--- config.mk ---
export PLATFORM = sky130hd
export DESIGN_NAME = pic_step_scheduler
export DESIGN_NICKNAME = d
export VERILOG_FILES = /design/src/rtl/pic_step_scheduler_pkg.sv /design/src/rtl/pic_step_scheduler_idx_streamer.sv /design/src/rtl/pic_step_scheduler.sv
export SDC_FILE = /design/constraint.sdc
export NUM_CORES = 1
export LEC_CHECK = 0
export CAP_MARGIN = 10
export CORE_MARGIN = 2
export CORE_UTILIZATION = 40
export DETAILED_ROUTE_END_ITERATION = 8
export GPL_TIMING_DRIVEN = 0
export PLACE_DENSITY = 0.66
export SYNTH_ARGS = -nofsm -noshare
export SYNTH_HDL_FRONTEND = slang
export SYNTH_SLANG_ARGS = --single-unit
--- constraint.sdc ---
create_clock -name i_clk -period 1.85 [get_ports i_clk]
set_input_delay 0.185 -clock i_clk [delete_from_list [all_inputs] [get_ports i_clk]]
set_output_delay 0.185 -clock i_clk [all_outputs]
set_load 0.02 [all_outputs]
--- src/rtl/pic_step_scheduler_pkg.sv ---
// Shared constants and types for the particle-in-cell timestep scheduler.
package pic_step_scheduler_pkg;

    // Default problem size for one timestep
    localparam int unsigned NUM_PARTICLES = 16384;
    localparam int unsigned NUM_CELLS     = 4096;
    localparam int unsigned NUM_IT        = 8;

    // Externally visible phase encoding
    localparam logic [2:0] PH_IDLE    = 3'd0;
    localparam logic [2:0] PH_CLEAR   = 3'd1;
    localparam logic [2:0] PH_SCATTER = 3'd2;
    localparam logic [2:0] PH_SOLVE   = 3'd3;
    localparam logic [2:0] PH_PUSH    = 3'd4;

    typedef enum logic [3:0] {
        ST_IDLE,
        ST_CLEAR,
        ST_SCATTER,
        ST_SDRAIN,
        ST_SOLVE,
        ST_SWAIT,
        ST_PUSH,
        ST_PDRAIN,
        ST_DONE
    } state_t;

endpackage

--- src/rtl/pic_step_scheduler_idx_streamer.sv ---
// idx_streamer: valid/ready particle-index counter with terminal-count detect.
// Shared by the SCATTER and PUSH phases; the index wraps to 0 after the last handshake.
module idx_streamer #(
    parameter int unsigned COUNT = pic_step_scheduler_pkg::NUM_PARTICLES,
    parameter int unsigned IDX_W = $clog2(COUNT)
) (
    input  logic             i_clk,
    input  logic             i_rst_n,
    input  logic             i_load,
    input  logic             i_en,
    input  logic             i_ready,
    output logic [IDX_W-1:0] o_idx,
    output logic             o_last,
    output logic             o_done
);
    import pic_step_scheduler_pkg::*;

    localparam logic [IDX_W-1:0] LAST_IDX = IDX_W'(COUNT - 1);

    logic [IDX_W-1:0] r_idx;
    logic             w_fire;
    logic             w_last;

    assign w_last = (r_idx == LAST_IDX);
    assign w_fire = i_en && i_ready;

    assign o_idx  = r_idx;
    assign o_last = w_last;
    assign o_done = w_fire && w_last;

    // Index register: advances only on an accepted handshake, holds otherwise
    always_ff @(posedge i_clk or negedge i_rst_n) begin
        if (!i_rst_n) begin
            r_idx <= '0;
        end else if (i_load) begin
            r_idx <= '0;
        end else if (w_fire) begin
            r_idx <= w_last ? '0 : r_idx + 1'b1;
        end
    end

endmodule

--- src/rtl/pic_step_scheduler.sv ---
// pic_step_scheduler: timestep sequencer for the PIC core.
// Phase order per step: CLEAR grid, SCATTER indices, NUM_IT solver iterations, PUSH indices.
// Optional feature macro STEP_LIMIT_EN: adds i_num_steps / o_step_cnt and runs
// back-to-back steps, pulsing o_done only after the final one.
module pic_step_scheduler #(
    parameter int unsigned NUM_PARTICLES = pic_step_scheduler_pkg::NUM_PARTICLES,
    parameter int unsigned NUM_CELLS     = pic_step_scheduler_pkg::NUM_CELLS,
    parameter int unsigned NUM_IT        = pic_step_scheduler_pkg::NUM_IT,
    parameter int unsigned PIDX_W        = $clog2(NUM_PARTICLES),
    parameter int unsigned GADDR_W       = $clog2(NUM_CELLS),
    parameter int unsigned IT_W          = $clog2(NUM_IT + 1)
) (
    input  logic               i_clk,
    input  logic               i_rst_n,
    input  logic               i_start,
    output logic               o_busy,
    output logic               o_done,
    output logic [2:0]         o_phase,
    output logic               o_clr_we,
    output logic [GADDR_W-1:0] o_clr_addr,
    output logic               o_idx_valid,
    input  logic               i_idx_ready,
    output logic [PIDX_W-1:0]  o_idx,
    output logic               o_idx_last,
    input  logic               i_scatter_busy,
    input  logic               i_push_busy,
    output logic               o_solve_start,
    input  logic               i_solve_done,
`ifdef STEP_LIMIT_EN
    input  logic [15:0]        i_num_steps,
    output logic [15:0]        o_step_cnt,
`endif
    output logic [IT_W-1:0]    o_it_cnt
);
    import pic_step_scheduler_pkg::*;

    localparam logic [GADDR_W-1:0] CLR_LAST = GADDR_W'(NUM_CELLS - 1);
    localparam logic [IT_W-1:0]    IT_LAST  = IT_W'(NUM_IT);

    state_t             r_state;
    state_t             w_next;
    logic [GADDR_W-1:0] r_clr_addr;
    logic [IT_W-1:0]    r_it_cnt;
    logic [IT_W-1:0]    w_it_inc;
    logic               r_guard;
    logic               w_idx_en;
    logic               w_idx_load;
    logic               w_idx_done;
    logic               w_final_step;

    assign w_it_inc   = r_it_cnt + 1'b1;
    assign w_idx_en   = (r_state == ST_SCATTER) || (r_state == ST_PUSH);
    assign w_idx_load = (r_state == ST_IDLE) && i_start;
    assign o_clr_addr = r_clr_addr;
    assign o_it_cnt   = r_it_cnt;

    idx_streamer #(
        .COUNT (NUM_PARTICLES),
        .IDX_W (PIDX_W)
    ) u_idx_streamer (
        .i_clk   (i_clk),
        .i_rst_n (i_rst_n),
        .i_load  (w_idx_load),
        .i_en    (w_idx_en),
        .i_ready (i_idx_ready),
        .o_idx   (o_idx),
        .o_last  (o_idx_last),
        .o_done  (w_idx_done)
    );

`ifdef STEP_LIMIT_EN
    logic [15:0] r_num_steps;
    logic [15:0] r_step_cnt;

    assign w_final_step = (r_step_cnt == r_num_steps);
    assign o_step_cnt   = r_step_cnt;

    // Step bookkeeping: latch the requested count (0 means 1) and count completed steps
    always_ff @(posedge i_clk or negedge i_rst_n) begin
        if (!i_rst_n) begin
            r_num_steps <= 16'd1;
            r_step_cnt  <= '0;
        end else if ((r_state == ST_IDLE) && i_start) begin
            r_num_steps <= (i_num_steps == 16'd0) ? 16'd1 : i_num_steps;
            r_step_cnt  <= '0;
        end else if ((r_state == ST_PDRAIN) && (w_next == ST_DONE)) begin
            r_step_cnt  <= r_step_cnt + 16'd1;
        end
    end
`else
    assign w_final_step = 1'b1;
`endif

    // State register
    always_ff @(posedge i_clk or negedge i_rst_n) begin
        if (!i_rst_n) begin
            r_state <= ST_IDLE;
        end else begin
            r_state <= w_next;
        end
    end

    // Phase counters: clear address, solver iterations, drain guard
    always_ff @(posedge i_clk or negedge i_rst_n) begin
        if (!i_rst_n) begin
            r_clr_addr <= '0;
            r_it_cnt   <= '0;
            r_guard    <= 1'b0;
        end else begin
            // Guard is set after the first drain cycle, so the exit test happens no
            // earlier than the second cycle, once downstream busy has had time to rise.
            r_guard <= ((r_state == ST_SDRAIN) || (r_state == ST_PDRAIN)) && (w_next == r_state);

            if ((r_state == ST_IDLE) && i_start) begin
                r_clr_addr <= '0;
            end else if (r_state == ST_CLEAR) begin
                r_clr_addr <= (r_clr_addr == CLR_LAST) ? '0 : r_clr_addr + 1'b1;
            end

            if (((r_state == ST_IDLE) && i_start) || ((r_state == ST_DONE) && (w_next == ST_CLEAR))) begin
                r_it_cnt <= '0;
            end else if ((r_state == ST_SWAIT) && i_solve_done) begin
                r_it_cnt <= w_it_inc;
            end
        end
    end

    // Next-state and state-decoded outputs
    always_comb begin
        w_next        = r_state;
        o_busy        = 1'b1;
        o_done        = 1'b0;
        o_phase       = PH_IDLE;
        o_clr_we      = 1'b0;
        o_idx_valid   = 1'b0;
        o_solve_start = 1'b0;

        unique case (r_state)
            ST_IDLE: begin
                o_busy = 1'b0;
                if (i_start) w_next = ST_CLEAR;
            end
            ST_CLEAR: begin
                o_phase  = PH_CLEAR;
                o_clr_we = 1'b1;
                if (r_clr_addr == CLR_LAST) w_next = ST_SCATTER;
            end
            ST_SCATTER: begin
                o_phase     = PH_SCATTER;
                o_idx_valid = 1'b1;
                if (w_idx_done) w_next = ST_SDRAIN;
            end
            ST_SDRAIN: begin
                o_phase = PH_SCATTER;
                if (r_guard && !i_scatter_busy) w_next = ST_SOLVE;
            end
            ST_SOLVE: begin
                o_phase       = PH_SOLVE;
                o_solve_start = 1'b1;
                w_next        = ST_SWAIT;
            end
            ST_SWAIT: begin
                o_phase = PH_SOLVE;
                if (i_solve_done) w_next = (w_it_inc == IT_LAST) ? ST_PUSH : ST_SOLVE;
            end
            ST_PUSH: begin
                o_phase     = PH_PUSH;
                o_idx_valid = 1'b1;
                if (w_idx_done) w_next = ST_PDRAIN;
            end
            ST_PDRAIN: begin
                o_phase = PH_PUSH;
                if (r_guard && !i_push_busy) w_next = ST_DONE;
            end
            ST_DONE: begin
                // DONE is reported as the tail of the push phase
                o_phase = PH_PUSH;
                o_done  = w_final_step;
                w_next  = w_final_step ? ST_IDLE : ST_CLEAR;
            end
            default: begin
                w_next = ST_IDLE;
            end
        endcase
    end

endmodule
# Yosys cells after proc, flatten, opt, wreduce, memory -nomap -nowiden
# Index checks and enable logic that the tools add are counted.
dict set report word_totals {
  out_inout_bits 39
  regBits 35
  word_cells 65
}
dict set report classes {
  eq_ne 13
  reduce_logical 21
  muxes 23
  n_addsub 3
}
# operator n
set ops {}
lappend ops {{$mux 14} 3}
lappend ops {{$mux 12} 3}
lappend ops {{$mux 4} 9}
lappend ops {{$pmux 4 s8} 1}
lappend ops {{$eq 4x3->1 const B} 4}
lappend ops {{$add 14x1->14 const B} 1}
lappend ops {{$eq 14x14->1 const B} 1}
lappend ops {{$add 12x1->12 const B} 1}
lappend ops {{$eq 12x12->1 const B} 1}
lappend ops {{$pmux 3 s4} 1}
lappend ops {{$eq 4x1->1 const B} 2}
lappend ops {{$eq 4x2->1 const B} 2}
lappend ops {{$eq 4x4->1 const B} 2}
lappend ops {{$logic_and 1x1->1} 8}
lappend ops {{$reduce_bool 2->1} 3}
lappend ops {{$reduce_or 2->1} 3}
lappend ops {{$mux 1} 5}
lappend ops {{$add 4x1->4 const B} 1}
lappend ops {{$eq 4x4->1} 1}
lappend ops {{$logic_not 4->1} 1}
lappend ops {{$logic_or 1x1->1} 3}
lappend ops {{$reduce_or 3->1} 1}
lappend ops {{$logic_not 1->1} 2}
lappend ops {{$mux 2} 1}

# Depth between registers and ports, before layout
dict set report depth {
  depth_word 10
  depth_mapped 7
  mapped_depth_nobuf 5
}

# Hierarchy
# From an unflattened synthesis, not the netlist that was laid out.
dict set report hier_totals {
  hier_cells 221
  hier_area_um2 2119.5
}
# mod cells_each seq_area_each_um2 instances area_per_inst_um2
set modules_own_cells {}
lappend modules_own_cells {pic_step_scheduler 141 525.5 1 1321.3}
lappend modules_own_cells {idx_streamer 80 350.3 1 798.3}

# Worst setup path before layout
# No wires, ideal clock.
dict set report synth_path {
  path_kind {flip-flop to output port}
  startpoint {register r_state[1]}
  endpoint {output o_phase[2]}
  path_slack_ps -122
  arrival_ps 1787
  path_buffers 1
  path_stages_with_launch 4
  t_required_ps 1665
  cell_sequence {dfrtp_1 > clkbuf_1 > nor4b_1 > o21bai_1}
}
dict set report synth_between {
  elab_chain_len 3
}
# item line_no
set synth_lines {}
lappend synth_lines {{start: declaration} pic_step_scheduler.sv:40} ;# state_t r_state;
lappend synth_lines {{start signal: assignment} pic_step_scheduler.sv:99} ;# r_state <= w_next;
lappend synth_lines {{$eq 4x3->1, or another cell as far along} pic_step_scheduler.sv:138} ;# unique case (r_state)
lappend synth_lines {{$reduce_or 3->1 (no source line) / $reduce_or 2->1 (equally long branches)} --}
lappend synth_lines {{$pmux 3 s4 *} pic_step_scheduler.sv:138}
lappend synth_lines {{end: declaration} pic_step_scheduler.sv:18} ;# output logic [2:0] o_phase,
# Mark *: on every way between the ends. The rest lies on a longest branch, timed or not.

# Final worst setup path
dict set report layout_path {
  startpoint {register r_state[3]}
  endpoint {register r_clr_addr[2] (netlist: o_clr_addr[2])}
}
dict set report layout_between {
  elab_chain_len 3
}
# item line_no
set layout_lines {}
lappend layout_lines {{$logic_not 4->1} pic_step_scheduler.sv:114} ;# if ((r_state == ST_IDLE) && i_start) begin
lappend layout_lines {{$logic_and 1x1->1} pic_step_scheduler.sv:114}
lappend layout_lines {{$mux 12 / $reduce_bool 2->1 (equally long branches)} --}
lappend layout_lines {{end signal: assignment} pic_step_scheduler.sv:117} ;# r_clr_addr <= (r_clr_addr == CLR_LAST) ? '0 : r_clr_addr + 1'b1;
lappend layout_lines {{end: declaration} pic_step_scheduler.sv:42} ;# logic [GADDR_W-1:0] r_clr_addr;
# Parallel ways exist; a longest one is shown, timed or not.
# A chain may end at the register's enable or synchronous reset.

==> results.py <==
metrics = {
    "yosys": {
        "synth_top_family_by_area": "simple AND/OR/NAND/NOR gates",
        "yosys.area.top_type": "dfrtp_1",
        "synth_compound_area_frac": 0.172,
        "synth_top_area_share": 0.438,
        "synth_top_flop_cell": "dfrtp_1",
        "ys.warnings.count": 0,
        "avgSynthCellArea_um2": 9.53,
        "synth_edf_count": 0,
        "async_reset_ff_frac": 1.00,
        "ys_types": 47,
        "yosysMostFrequentCell": "dfrtp_1",
        "yosys-top-cells-count": "dfrtp_1, nand2_1, nor2_1",
        "synth_area_um2": 2000,
        "yosys.area_share.simple": 0.246,
        "synth_area_leaders": "dfrtp_1, and4_1, xnor2_1",
        "synth-xor-area-share": 0.0525,
        "syn-num-nets": 221,
        "synth_seq_cells": 35,
        "synthCells": 210,
        "synthAdderAreaFrac": 0.0250,
        "seq_area_frac_synth": 0.438,
        "synth.area.mux_share": 0.0206,
    },
    "timing": {
        "slew_viol_final": 0,
        "fin_crit_sh": 1.01,
        "tightestPinTransition_ns": 0.817,
        "setup_slack_ns": -0.0146,
        "max_freq_mhz": 536,
        "final-hold-violation-count": 34,
        "min_period_ns": 1.86,
        "relSlewSlack": 0.455,
        "skew_ns": 0.00259,
        "hold_ws_ns": -0.0102,
        "rsz0062_at_grt": "yes",
        "setup_viol": 3,
    },
    "min_path": {
        "hold_path_class": "primary input to asynchronous set/reset pin",
    },
    "final_layout": {
        "synthToLayoutAreaGrowth_pct": 39.2,
        "n_fill_cell": 442,
        "fin_area_um2": 2790,
        "drive_above_1_share": 0.195,
        "num-nets-final": 282,
        "n_antenna_cell": 0,
        "final_util": 0.582,
    },
    "cts": {
        "cts_root_buf": "clkbuf_8",
        "numCtsBuffers": 5,
        "cts_max_path_buffers": 2,
        "path_clk_slew_ns": 0.07,
        "ctsHtreeMaxLevel": 2,
        "clock-sinks": 35,
        "insertion_delay_ns": 0.28,
        "cts_tree": "done",
    },
    "drt": {
        "wire_per_inst_um": 14.8,
        "dr.pass1.iters": 4,
        "drc": 0,
        "via_per_inst": 5.43,
        "drtIter0Drc": 77,
        "wl_mm": 5.00,
        "vias": 1840,
        "antenna_left": 0,
    },
    "grt": {
        "grt_pass1_vias": 1693,
        "grt_max_degree": 36,
        "grt_pass1_wl_mm": 8.11,
        "antenna_found_initial": 0,
        "gr-total-overflow": 0,
        "grt_usage": 0.187,
    },
    "power": {
        "intPower_mw": 2.13,
        "p_clk_frac": 0.201,
        "irDropWorstVdd_v": 0.000699,
        "total_power_mw": 3.60,
        "seqPwrFrac": 0.307,
        "power_density_nw_per_um2": 1290,
        "p_leak_nw": 1.14,
        "power_switching_mw": 1.47,
        "pwr-share-comb": 0.492,
        "swShare": 0.407,
    },
    "floorplan": {
        "ioPinCount": 46,
        "rows": 25,
        "core_area_um2": 4790,
        "die_h_um": 74.7,
        "die_x_um": 74.7,
        "die_area_um2": 5590,
        "initial_utilization": 0.418,
    },
    "setup_path": {
        "slowest_stage": "or4b_4",
        "critPathTopFamily": "simple AND/OR/NAND/NOR gates",
        "start_kind": "flop",
        "crit_path_cell_trace": "buf_6, or4b_4, buf_6, a31oi_4, buf_4, nand2_1, o21ai_1",
        "r2r_slack_ns": -0.01,
        "cp_max_fo": 6,
        "arrival_ns": 2.08,
        "criticalPathCategory": "flop to flop",
        "end_kind": "flop",
        "cp_num_buf_inv": 3,
        "crit_required_ns": 2.06,
        "cpPeakStageDelay_ns": 0.54,
        "cp_common_cell": "buf_6",
    },
    "place": {
        "routabilityCongestion": 0.810,
        "port_buffers": 45,
        "dp_hpwl_mm": 3.40,
        "placed_area_um2": 2540,
    },
    "run_status": {
        "outcome": "finished with violations",
        "violations": "negative hold slack, negative setup slack",
    },
    "flow_run": {
        "drv_cap": 0,
    },
}
## power groups by stage
stage                     Sequential [mW]  Clock (mW)  Combinational [mW]
after CTS                            1.10       0.738                1.74
final                                1.11       0.722                1.77
after global routing                 1.14       0.766                1.93
after floorplan                      1.21           0               0.892
after detailed placement             1.10           0                1.63
after global placement               1.10           0                1.62
## layer usage
layer	vias up	wire length, um	global-route usage
met5	-	0	0
met4	0	68	0.0536
met3	7	159	0.0348
met2	33	2350	0.296
li1	900	-	-
met1	900	2420	0.262
## flip-flops by register name (all words and copies together) (netlist names)
name and count:
u_idx_streamer.o_idx 14, o_clr_addr 12, o_it_cnt 4, r_state 4
r_guard 1
## repair_timing
action / 4_1_cts / 5_1_grt
endpoints found under the setup margin: 21 / 18
hold buffers: 0 / 0
buffers inserted: 4 / 5
endpoints found under the hold margin: 0 / 0
gates cloned: 1 / 0
resized for setup: 35 / 16
pin swaps: 2 / 5
## cells by family (layout without fill, tap and decap cells)
| family | count (synthesis) | in the layout |
|---|---|---|
| and+or+nand+nor | 87 | 87 |
| DFF | 35 | 35 |
| xor gates and xnor gates | 12 | 12 |
| buffers and inverters | 17 | 79 |
| adders and majority gates | 4 | 4 |
| AOI/OAI and AO/OA | 51 | 51 |
| muxes | 4 | 4 |
## cells in the final DEF (no fill, tap or decap), types with 3 or more instances in the layout
cell / instances
a21oi_1: 9
a31oi_1: 8
a41oi_1: 4
and2_1: 6
and4_1: 4
buf_2: 5
buf_4: 8
buf_6: 5
clkbuf_8: 6
clkdlybuf4s50_1: 35
dfrtp_1: 29
dfrtp_2: 6
dlygate4sd2_1: 5
inv_1: 7
mux2i_1: 3
nand2_1: 16
nand2b_1: 4
nand3_1: 11
nand4_1: 5
nor2_1: 15
nor3_1: 3
o21ai_0: 9
o21ai_1: 3
or3_1: 6
xnor2_1: 7
xor2_1: 5
## final timing paths
check / startpoint / end / cells past startpoint
max: r_state[3]$_DFF_PN0_ / o_clr_addr[2]$_DFFE_PN0P_ / 7
max reg2reg: r_state[3]$_DFF_PN0_ / o_clr_addr[2]$_DFFE_PN0P_ / 7
min reg2reg: r_guard$_DFF_PN0_ / r_guard$_DFF_PN0_ / 1
max in group asynchronous: i_rst_n / u_idx_streamer.o_idx[7]$_DFFE_PN0P_ / 1
min: i_rst_n / u_idx_streamer.o_idx[5]$_DFFE_PN0P_ / 1
min in group i_clk: i_push_busy / r_state[3]$_DFF_PN0_ / 2
## metrics by stage
stage / worst slack, ns / setup TNS, ns / cells
detailed placement: -0.430 / -3.88 / 322
global route: -0.0966 / -0.566 / 339
CTS: -0.0925 / -0.111 / 334
finish: -0.0146 / -0.0337 / 339
global placement: -0.370 / -12.26 / 322
floorplan: 0.0940 / 0 / 210
## cell type report
type,instances,area [um^2],area share
tap,67,83.8,0.0301
sequential,35,883,0.317
multi-input combinational,158,1110,0.398
clock inverter,2,35.0,0.0126
clock buffer,6,82.6,0.0296
buffer,8,58.8,0.0211
timing repair buffer,55,502,0.180
inverter,8,32.5,0.0117
No activity file was read; power rests on OpenSTA's default activity.
